==> src/rtl/transition_logger.sv <==
// transition_logger: logs every value change of sig_in as a {timestamp, value}
// record into a first-word-fall-through FIFO drained by a valid/ready reader.
module transition_logger #(
  parameter int WIDTH = 4,
  parameter int DEPTH = 4,
  parameter int TS_W  = 8
) (
  input  logic                       clk,
  input  logic                       rst_n,
  input  logic [WIDTH-1:0]           sig_in,
  input  logic                       rd_ready,
  input  logic                       clr_overflow,
  output logic                       rd_valid,
  output logic [TS_W-1:0]            rd_ts,
  output logic [WIDTH-1:0]           rd_value,
  output logic [$clog2(DEPTH):0]     level,
  output logic                       overflow,
  output logic [7:0]                 drop_cnt
);

  localparam int PW = $clog2(DEPTH);
  localparam int LW = PW + 1;

  typedef struct packed {
    logic [TS_W-1:0]  ts;
    logic [WIDTH-1:0] value;
  } rec_t;

  rec_t             mem [DEPTH];
  rec_t             head_q;
  rec_t             new_rec;
  rec_t             head_nxt;

  logic [TS_W-1:0]  ts_q;
  logic             armed;
  logic [WIDTH-1:0] last_q;
  logic [PW-1:0]    wr_ptr;
  logic [PW-1:0]    rd_ptr;
  logic [PW-1:0]    rd_nxt;
  logic [LW-1:0]    level_q;
  logic [LW-1:0]    level_nxt;
  logic             ovf_q;
  logic [7:0]       drop_q;

  logic             change;
  logic             pop;
  logic             full;
  logic             push;
  logic             drop;

  // Event detection, push/pop/drop decisions and next head record
  always_comb begin
    new_rec   = '{ts: ts_q, value: sig_in};
    change    = armed && (sig_in != last_q);
    pop       = (level_q != '0) && rd_ready;
    full      = (level_q == LW'(DEPTH));
    push      = change && (!full || pop);
    drop      = change && full && !pop;
    rd_nxt    = rd_ptr + PW'(pop);
    level_nxt = level_q + LW'(push) - LW'(pop);
    // The slot being written becomes head only when the FIFO was
    // effectively empty after this edge's pop.
    if (push && (rd_nxt == wr_ptr)) begin
      head_nxt = new_rec;
    end else begin
      head_nxt = mem[rd_nxt];
    end
  end

  // Free-running timestamp and baseline capture
  always_ff @(posedge clk) begin
    if (!rst_n) begin
      ts_q   <= '0;
      armed  <= 1'b0;
      last_q <= '0;
    end else begin
      ts_q   <= ts_q + 1'b1;
      armed  <= 1'b1;
      last_q <= sig_in;
    end
  end

  // Record storage; contents are don't-care until pointed at
  always_ff @(posedge clk) begin
    if (push) begin
      mem[wr_ptr] <= new_rec;
    end
  end

  // Pointers, occupancy and registered head presentation
  always_ff @(posedge clk) begin
    if (!rst_n) begin
      wr_ptr  <= '0;
      rd_ptr  <= '0;
      level_q <= '0;
      head_q  <= '0;
    end else begin
      if (push) begin
        wr_ptr <= wr_ptr + 1'b1;
      end
      rd_ptr  <= rd_nxt;
      level_q <= level_nxt;
      if (level_nxt != '0) begin
        head_q <= head_nxt;
      end
    end
  end

  // Sticky overflow and saturating drop counter; a drop beats a clear
  always_ff @(posedge clk) begin
    if (!rst_n) begin
      ovf_q  <= 1'b0;
      drop_q <= '0;
    end else if (drop) begin
      ovf_q <= 1'b1;
      if (clr_overflow) begin
        drop_q <= 8'd1;
      end else if (drop_q != 8'hFF) begin
        drop_q <= drop_q + 8'd1;
      end
    end else if (clr_overflow) begin
      ovf_q  <= 1'b0;
      drop_q <= '0;
    end
  end

  assign rd_valid = (level_q != '0);
  assign rd_ts    = head_q.ts;
  assign rd_value = head_q.value;
  assign level    = level_q;
  assign overflow = ovf_q;
  assign drop_cnt = drop_q;

endmodule

==> config.mk <==
export PLATFORM = sky130hd
export DESIGN_NAME = transition_logger
export DESIGN_NICKNAME = d
export VERILOG_FILES = /design/src/rtl/transition_logger.sv
export SDC_FILE = /design/constraint.sdc
export NUM_CORES = 1
export LEC_CHECK = 0
export CELL_PAD_IN_SITES_DETAIL_PLACEMENT = 1
export CELL_PAD_IN_SITES_GLOBAL_PLACEMENT = 2
export CORE_MARGIN = 2
export CORE_UTILIZATION = 43
export DETAILED_ROUTE_END_ITERATION = 12
export PLACE_DENSITY = 0.85
export SLEW_MARGIN = 20
export SYNTH_ARGS = -nofsm -noshare
export SYNTH_HDL_FRONTEND = slang
export SYNTH_SLANG_ARGS = --single-unit
==> constraint.sdc <==
create_clock -name clk -period 6.1 [get_ports clk]
set_clock_uncertainty 0.2 [all_clocks]
set_input_delay 0.915 -clock clk [delete_from_list [all_inputs] [get_ports clk]]
set_output_delay 0.915 -clock clk [all_outputs]
set_load 0.05 [all_outputs]
Word level (Yosys, flattened, before mapping)
Memories as Yosys holds them, arrays and structs flattened. A register that Yosys moved wholly into a read port is not among the register bits.
Cells that the tools add are included.
Storage, ports and cells
  register bits: 29
  bits in writable memories: 48
  output and inout port bits: 25
  memories kept: 1
Memory list
  mem: depth 4, width 12, read ports 1, clocked after memory_dff 1, write ports 1, RTL line 29  | rec_t mem [DEPTH];
Cells by class
  $add $sub $neg: 6
  equality and inequality tests: 3
  muxes and demuxes: 9
  reductions and logical operators: 14
Operators with widths (count)
  8-bit two-way mux: 4
  8-bit by 1-bit adder with 8-bit output, second input constant: 2
  8-bit != test, second input constant: 1
  3-bit nonzero test: 2
  1-bit logical AND: 5
  1-bit two-way mux: 5
  4-bit != test: 1
  2-bit nonzero test: 2
  3-bit by 1-bit adder with 3-bit output: 1
  3-bit == test, second input constant: 1
  1-bit logical NOT: 3
  3-bit by 1-bit subtractor with 3-bit output: 1
  2-bit by 1-bit adder with 2-bit output: 1
  2-bit by 1-bit adder with 2-bit output, second input constant: 1
  2-bit AND reduction: 1
  1-bit logical OR: 1

Longest topological paths before layout
Gate-level depths: netlist (run 1).
  depth in word-level cells: 7
  depth in mapped cells: 15
  depth with buffers taken out: 13

Least setup slack after synthesis (run 1)
No wires, ideal clock.
  path kind: input -> register
  from: in sig_in[1]
  to: reg rd_ts[0] (netlist name)
  setup time: 83 ps
  arrival: 3537 ps
  data required time: 5817 ps
  slack: 2280 ps
  cell stages on the path: 15
  buffers on the path: 2
  path through: xor2_1 -> o41ai_4 -> buf_4 -> nor2_1 -> inv_1 -> ha_1 -> inv_1 -> ha_1 -> inv_1 -> fa_1 -> nor2b_1 -> and3_1 -> clkbuf_1 -> nand2_1 -> o221ai_1
On the way
  longest elaborated chain between the ends: 6
Ends and longest elaborated chain
  start, declared: RTL line 10  | input logic [WIDTH-1:0] sig_in,
  4-bit != test: RTL line 54  | change = armed && (sig_in != last_q);
  1-bit logical AND: RTL line 54
  1-bit logical AND: RTL line 57  | push = change && (!full || pop);
  3-bit by 1-bit adder with 3-bit output: RTL line 60  | level_nxt = level_q + LW'(push) - LW'(pop);
  3-bit by 1-bit subtractor with 3-bit output: RTL line 60
  3-bit nonzero test: RTL line 103  | if (level_nxt != '0) begin
Every way passes these cells.
A chain may end at the register's enable or synchronous reset.

Worst setup path after layout (run 1)
  from: in sig_in[1]
  to: reg rd_ts[1] (netlist name)
On the way
  longest elaborated chain between the ends: 6
Ends and longest elaborated chain (RTL line)
  4-bit != test: 54
  1-bit logical AND: 54
  1-bit logical AND: 57
  3-bit by 1-bit adder with 3-bit output: 60
  3-bit by 1-bit subtractor with 3-bit output: 60
  3-bit nonzero test: 103
Every way passes these cells.

==> results.md, run 1 <==
- Cts bufs inserted: 9
- Final instance area: 0.00435 mm²
- Class of the worst hold path: register to register
- Asr flop ratio synth: 0%
- Slew margin rel.: around 39%
- Cell Area, Placed: 0.00415 mm²
- Reg clk slew, reported paths: 0.08 ns
- H-tree Lvls: 3
- CP max FO: 13
- Post-synth cell types: 45
- First-pass GRT wire length: roughly 13 mm
- Peak VDD IR: 0.144 mV
- DIE HEIGHT: 97.2 µm
- Critical Path Sink Type: register
- Slew @ Worst Pin: 0.916 ns
- TritonCTS Sinks: 89
- Die ar.: 0.00946 mm²
- Crit-path most repeated cell: inv_1
- Overflow after GRT: 0
- Outcome: complete, no violations
- Hold buffers post-CTS: 0
- Longest Clk Path Bufs: 2
- Area grow syn2layout: 16.4%
- Final Setup Violations: 0
- Drt initial violations: 76
- Total number of vias: approximately 2.3k
- TNS Setup: 0 ns
- Area leader, netlist: edfxtp_1
- RSZ-0062 raised after global routing: false
- Hold_sp: rd_value[3]
- Vias per Instance: 5.44
- Tcrit/Tclk final: around three quarters
- Core ar.: 0.00859 mm²
- Critical path's top delay family: buffers and inverters
- DP Wirelength: 5.42 mm
- CP arrival: 4.64 ns
- DRC viols: 0
- Synthesized flop and latch total: 89
- Critical path required time: 6.16 ns
- Critical path depth in cells: 15
- Non-filler cells in the finished layout: 428
- Clock root buffer master: clkbuf_8
- Share of cells above drive strength 1: 10.9%
- Routed length per placed instance: 19.1 µm
- Placer Congestion: 0.799
- Combinational power share: between 30% and 40%
- Commonest non-fill, non-tap cells in the layout: 48 x edfxtp_1, 41 x dfxtp_1, 32 x inv_1, 32 x clkdlybuf4s50_1, 19 x nand2_1
- Sequential power share: approximately two fifths
- CTS tree: yes
- Hold Path End: rd_value[3]
- Drt pass-1 iters: 4
- Min cycle time layout: 4.57 ns
- Ranking of synthesized cells by area: edfxtp_1 39%, dfxtp_1 22%, mux4_2 7.2%
- Ordered cell list for the critical path: clkdlybuf4s50_1, xor2_1, o41ai_4, buf_4, nor2_1, inv_1, ha_1, inv_1, ha_1, inv_1, fa_1, xnor3_1, a21oi_2, nand4_1, o221ai_1
- Slew Limit Fails: 0
- Initial Utilization: 43.5%
- Port bufs: 32
- YS warnings: 0
- Nets@finish: around 330
- # Max-Cap Violations: 0
- Max incr delay on CP: 0.58 ns
- Cell Area, Synth: 0.00374 mm²
- Startpoint types: input pin
- CP Class: input pin to register
- Die W: approximately 97 µm
- Most common cell after layout, fill and taps aside: edfxtp_1
- # IOs: 33
- PD cells: about 400 mW/mm²
- Number of routed nets with antenna violations: 0
- Number of synthesized flops with an enable pin: 48
- Final Hold Viols: 0
- Total Routing Usage GR: a little under a fifth
- # rows: 34
- Syn Inst Count: 282
- Syn nets: 300
- Number of buffers and inverters on the critical path: 5
- Net Sw Power: about 0.61 mW
- Mean post-synth cell area: about 13 µm²
- Sw Ratio: 34.7%
- Ant. Diodes: 0
- Post-CTS Setup Inserts: 0
- Number of global-route vias before repair: around 2.6k
- R2r endpoint: rd_ts[1]
- Cell internal pwr: 1.15 mW
- Hold path depth: 2
- Reg2reg setup slack: 2.31 ns
- Resized cells post-CTS: 0
- Clock share of power: 23.2%
- Max Clock Freq: 0.219 GHz
- Ys flop type: edfxtp_1
- Pin count of the biggest net entering global routing: 24
- R2R Path Start: last_q[1]
- Worst-Skew Late Latency: 0.36 ns
- Reg2reg path depth: 14
- Routed WL: 8.19 mm
- Post-synth top area share: 38.6%
- Initial antenna violation count: 0
- P_leak: 1.55 nW
- Slowest-stage cell, CP: clkdlybuf4s50_1
- Placed insts: 412
- Sequential fraction of the synthesis area: 60.5%
[cells by family after synthesis]
kind of cell / share of synthesized area (%)
AO/OA/AOI/OAI: 6.73
multiplexers: 8.57
flip-flops: 60.5
XOR/XNOR: 4.05
adder cells (fa/ha/maj): 3.55
AND/OR/NAND/NOR: 11.7
buffers and inverters: 4.92
[cell type report]
cell class / count / area (µm²)
fill: 878 / 4240
sequential: 89 / 2260
multi-input combinational: 149 / 1300
timing repair buffer: 34 / 335
clock buffer: 12 / 145
tap: 108 / 135
inverter: 32 / 120
clock inverter: 4 / 53.8
[worst max path at each step]
| stage | end | start | slack, ns |
|---|---|---|---|
| finish | rd_ts[1] | sig_in[1] | 1.53 |
| global route | rd_ts[3] | sig_in[1] | 1.15 |
| CTS | rd_ts[7] | sig_in[1] | 1.46 |
| detailed placement | rd_ts[7] | sig_in[1] | 1.09 |
| global placement | rd_value[3] | sig_in[1] | 1.28 |
| floorplan | rd_ts[0] | sig_in[1] | 2.28 |
[sequential cells by signal (all words and copies together) (netlist names), 3 cells and up]
name / cells
last_q: 4
drop_cnt: 8
ts_q: 8
rd_value: 4
level: 3
rd_ts: 8
mem: 48
[layer usage]
metal / track usage [%] / wire, µm / part of all wire (%) / vias to the layer above
li1: - / - / - / 1093
met1: 23.2 / 3580 / 44 / 1176
met2: 31.6 / 4110 / 50 / 45
met3: 3.24 / 309 / 3.8 / 14
met4: 8.65 / 182 / 2.2 / 0
met5: 0 / 0 / 0 / -
[Yosys cell counts (6+ instances only)]
cell,number
and3_1,8
buf_2,6
dfxtp_1,41
edfxtp_1,48
ha_1,9
inv_1,32
mux4_2,12
nand2_1,19
nand3_1,9
nor2_1,17
o221ai_1,12
or3_1,6
xnor2_1,6
xor2_1,6
[stage by stage]
stage          util, %  power, mW  setup WS (ns)  hold slack (ns)
2_1_floorplan        -       1.20           2.28            0.260
3_3_place_gp      48.3       1.35           1.28            0.245
3_5_place_dp      48.3       1.38           1.09            0.259
4_1_cts           50.6       1.78           1.46            0.281
5_1_grt           50.6       1.85           1.15            0.322
6_report          50.6       1.76           1.53            0.277
[power by group through the flow]
stage	Sequential, mW	Clock (mW)	Combinational, mW
floorplan	0.848	0	0.350
global placement	0.748	0	0.606
detailed placement	0.752	0	0.623
CTS	0.739	0.416	0.624
global route	0.745	0.436	0.666
finish	0.738	0.409	0.611
[worst min-delay path, stage by stage, from the launching register on]
cell and delay (ns):
dfxtp_1 0.33, nand2_1 0.05, o221ai_1 0.06
Power figures use the tool's default switching activity.
==> run 2: changes to the inputs <==
--- a/config.mk
+++ b/config.mk
@@ -8,9 +8,9 @@
 export CELL_PAD_IN_SITES_DETAIL_PLACEMENT = 1
 export CELL_PAD_IN_SITES_GLOBAL_PLACEMENT = 2
 export CORE_MARGIN = 2
-export CORE_UTILIZATION = 43
+export CORE_UTILIZATION = 40
 export DETAILED_ROUTE_END_ITERATION = 12
-export PLACE_DENSITY = 0.85
+export PLACE_DENSITY = 0.8
 export SLEW_MARGIN = 20
 export SYNTH_ARGS = -nofsm -noshare
 export SYNTH_HDL_FRONTEND = slang
==> constraint.sdc (replaced) <==
create_clock -name clk -period 4.7 [get_ports clk]
set_clock_uncertainty 0.2 [all_clocks]
set_input_delay 0.705 -clock clk [delete_from_list [all_inputs] [get_ports clk]]
set_output_delay 0.705 -clock clk [all_outputs]
set_load 0.05 [all_outputs]
==> results.md, run 2 (synthesis results as in run 1) <==
- Outcome: complete, no violations (unchanged)
- RSZ-0062 raised after global routing: false (unchanged)
- Clock share of power: 22.5% (was 23.2%)
- Cts bufs inserted: 9 (unchanged)
- Number of global-route vias before repair: 2,521 (was 2,575)
- CP Class: input pin to register (unchanged)
- Tcrit/Tclk final: 81.1%
- Area grow syn2layout: 16.9% (was 16.4%)
- Most common cell after layout, fill and taps aside: edfxtp_1 (unchanged)
- Hold buffers post-CTS: 0 (unchanged)
- P_leak: 1.58 nW (was 1.55 nW)
- Startpoint types: input pin (unchanged)
- Nets@finish: 337 (was 333)
- Slew margin rel.: 35.2% (was 39.0%)
- Met1 Resource Use GR: 23.4% (was 23.2%)
- Register area: 0.00226 mm² (unchanged)
- Class of the worst hold path: register to register (unchanged)
- Grt met2 use: 29.8% (was 31.6%)
- Share of cells above drive strength 1: 12.3% (was 10.9%)
- Placed insts: 419 (was 412)
- Die ar.: 0.0101 mm² (was 0.00946 mm²)
- Die W: 101 µm (was 97.2 µm)
- # Max-Cap Violations: 0 (unchanged)
- Sequential power share: 41.7% (was 42.0%)
- WHS: 0.292 ns (was 0.277 ns)
- GR peak layer: met2 (unchanged)
- CP arrival: 3.89 ns (was 4.64 ns)
- Resized cells post-CTS: 0 (unchanged)
- PD cells: 524 mW/mm² (was 404 mW/mm²)
- CP max FO: 12 (was 13)
- Longest Clk Path Bufs: 2 (unchanged)
- Clock root buffer master: clkbuf_8 (unchanged)
- Initial antenna violation count: 0 (unchanged)
- Critical Path Sink Type: register (unchanged)
- Routed length per placed instance: 19.1 µm (about the same)
- Combinational power share: 35.8% (was 34.8%)
- DRC viols: 0 (unchanged)
- Pin count of the biggest net entering global routing: 24 (unchanged)
- Final Hold Viols: 0 (unchanged)
- Drt initial violations: 121 (was 76)
- H-tree Lvls: 3 (unchanged)
- Number of routed nets with antenna violations: 0 (unchanged)
- Initial Utilization: 40.8% (was 43.5%)
- Commonest non-fill, non-tap cells in the layout: 48 x edfxtp_1, 41 x dfxtp_1, 32 x inv_1, 32 x clkdlybuf4s50_1, 19 x nand2_1 (unchanged)
- # rows: 35 (was 34)
- Worst-Skew Late Latency: 0.36 ns (about the same)
- Reg clk slew, reported paths: 0.11 ns (was 0.08 ns)
- Placer Congestion: 0.709 (was 0.799)
- Net Sw Power: 0.843 mW (was 0.610 mW)
- DP Wirelength: 5.53 mm (was 5.42 mm)
- Max reg flops: 48 (unchanged)
- Met3 Use GR: 2.91% (was 3.24%)
- Overflow after GRT: 0 (unchanged)
- Sw Ratio: 36.8% (was 34.7%)
- Cell internal pwr: 1.45 mW (was 1.15 mW)
- Core Util, Final: 47.8% (was 50.6%)
- Port bufs: 32 (unchanged)
- Slew @ Worst Pin: 0.964 ns (was 0.916 ns)
- Non-filler cells in the finished layout: 435 (was 428)
- Critical path required time: 4.78 ns (was 6.16 ns)
- # fillers: 940 (was 878)
- Core ar.: 0.00915 mm² (was 0.00859 mm²)
- Peak VDD IR: 0.166 mV (was 0.144 mV)
- # IOs: 33 (unchanged)
- Multi-input logic area: 0.00129 mm² (was 0.00130 mm²)
- Min cycle time layout: 3.81 ns
- Hold_sp: rd_ts[5] (was rd_value[3])
- Largest register by flop count: mem (unchanged)
- Vias per Instance: 5.32 (was 5.44)
- Routed WL: 8.33 mm (was 8.19 mm)
- Setup crit start: sig_in[1] (unchanged)
- Ant. Diodes: 0 (unchanged)
- R2R Path Start: last_q[1] (unchanged)
- Total number of vias: 2,316 (was 2,328)
- Slew Limit Fails: 0 (unchanged)
- DIE HEIGHT: 101 µm (was 97.2 µm)
- Total Routing Usage GR: 17.9% (was 18.6%)
- First-pass GRT wire length: 13.4 mm (was 13.5 mm)
- Max Clock Freq: around 0.26 GHz
- Drt pass-1 iters: 4 (unchanged)
- Final Setup Violations: 0 (unchanged)
- TNS Setup: 0 ns (unchanged)
- CTS tree: yes (unchanged)
- TritonCTS Sinks: 89 (unchanged)
- Post-CTS Setup Inserts: 0 (unchanged)
-- run 2: changes by cell type in the layout (fill, tap and decap cells not counted), sizes merged --
cell | previous run | this run
inv | 32 | 38
clkinvlp | 2 | 0
buf | 2 | 6
bufinv | 1 | 0
clkbuf | 12 | 9
-- run 2: worst paths after layout --
kind,slack (ns),cells past startpoint,to
setup / recovery,0.89,14,rd_value[1]
hold / removal,0.29,2,rd_ts[5]
setup reg to reg,1.45,13,rd_value[1]
hold reg to reg,0.29,2,rd_ts[5]
-- run 2: per-layer routing --
layer	wire length (µm)	share of wire [%]	up-vias
li1	-	-	1110
met1	3770	45	1157
met2	4190	50	37
met3	224	2.7	12
met4	146	1.8	0
met5	0	0	-
-- run 2: final cells by class --
type	count	area share, %
multi-input combinational	149	29.6
timing repair buffer	38	8.36
inverter	32	2.75
clock buffer	9	2.83
tap	111	3.18
clock inverter	7	1.57
sequential	89	51.7
-- run 2: critical path, cell delays in order --
cell and delay [ns]:
clkdlybuf4s50_1 0.57, xor2_1 0.17, o41ai_4 0.41, nor2_1 0.07
inv_1 0.07, ha_1 0.22, inv_1 0.06, ha_1 0.13
inv_1 0.05, fa_1 0.50, nor2b_1 0.20, and3_1 0.53
nand2_1 0.14, o221ai_1 0.09
-- run 2: power by group through the flow --
| stage | Clock (mW) | Combinational (mW) | Sequential (mW) |
|---|---|---|---|
| after CTS | 0.531 | 0.835 | 0.958 |
| final | 0.516 | 0.820 | 0.956 |
| after global routing | 0.562 | 0.890 | 0.967 |
| after floorplan | 0 | 0.454 | 1.10 |
| after detailed placement | 0 | 0.831 | 0.975 |
| after global placement | 0 | 0.804 | 0.974 |
-- run 2: metrics by stage --
step	cell area [µm²]	total power, mW	setup slack, ns
detailed placement	4180	1.81	0.463
floorplan	3740	1.55	1.09
CTS	4370	2.32	0.835
finish	4370	2.29	0.888
global route	4370	2.42	0.648
global placement	4180	1.78	0.678
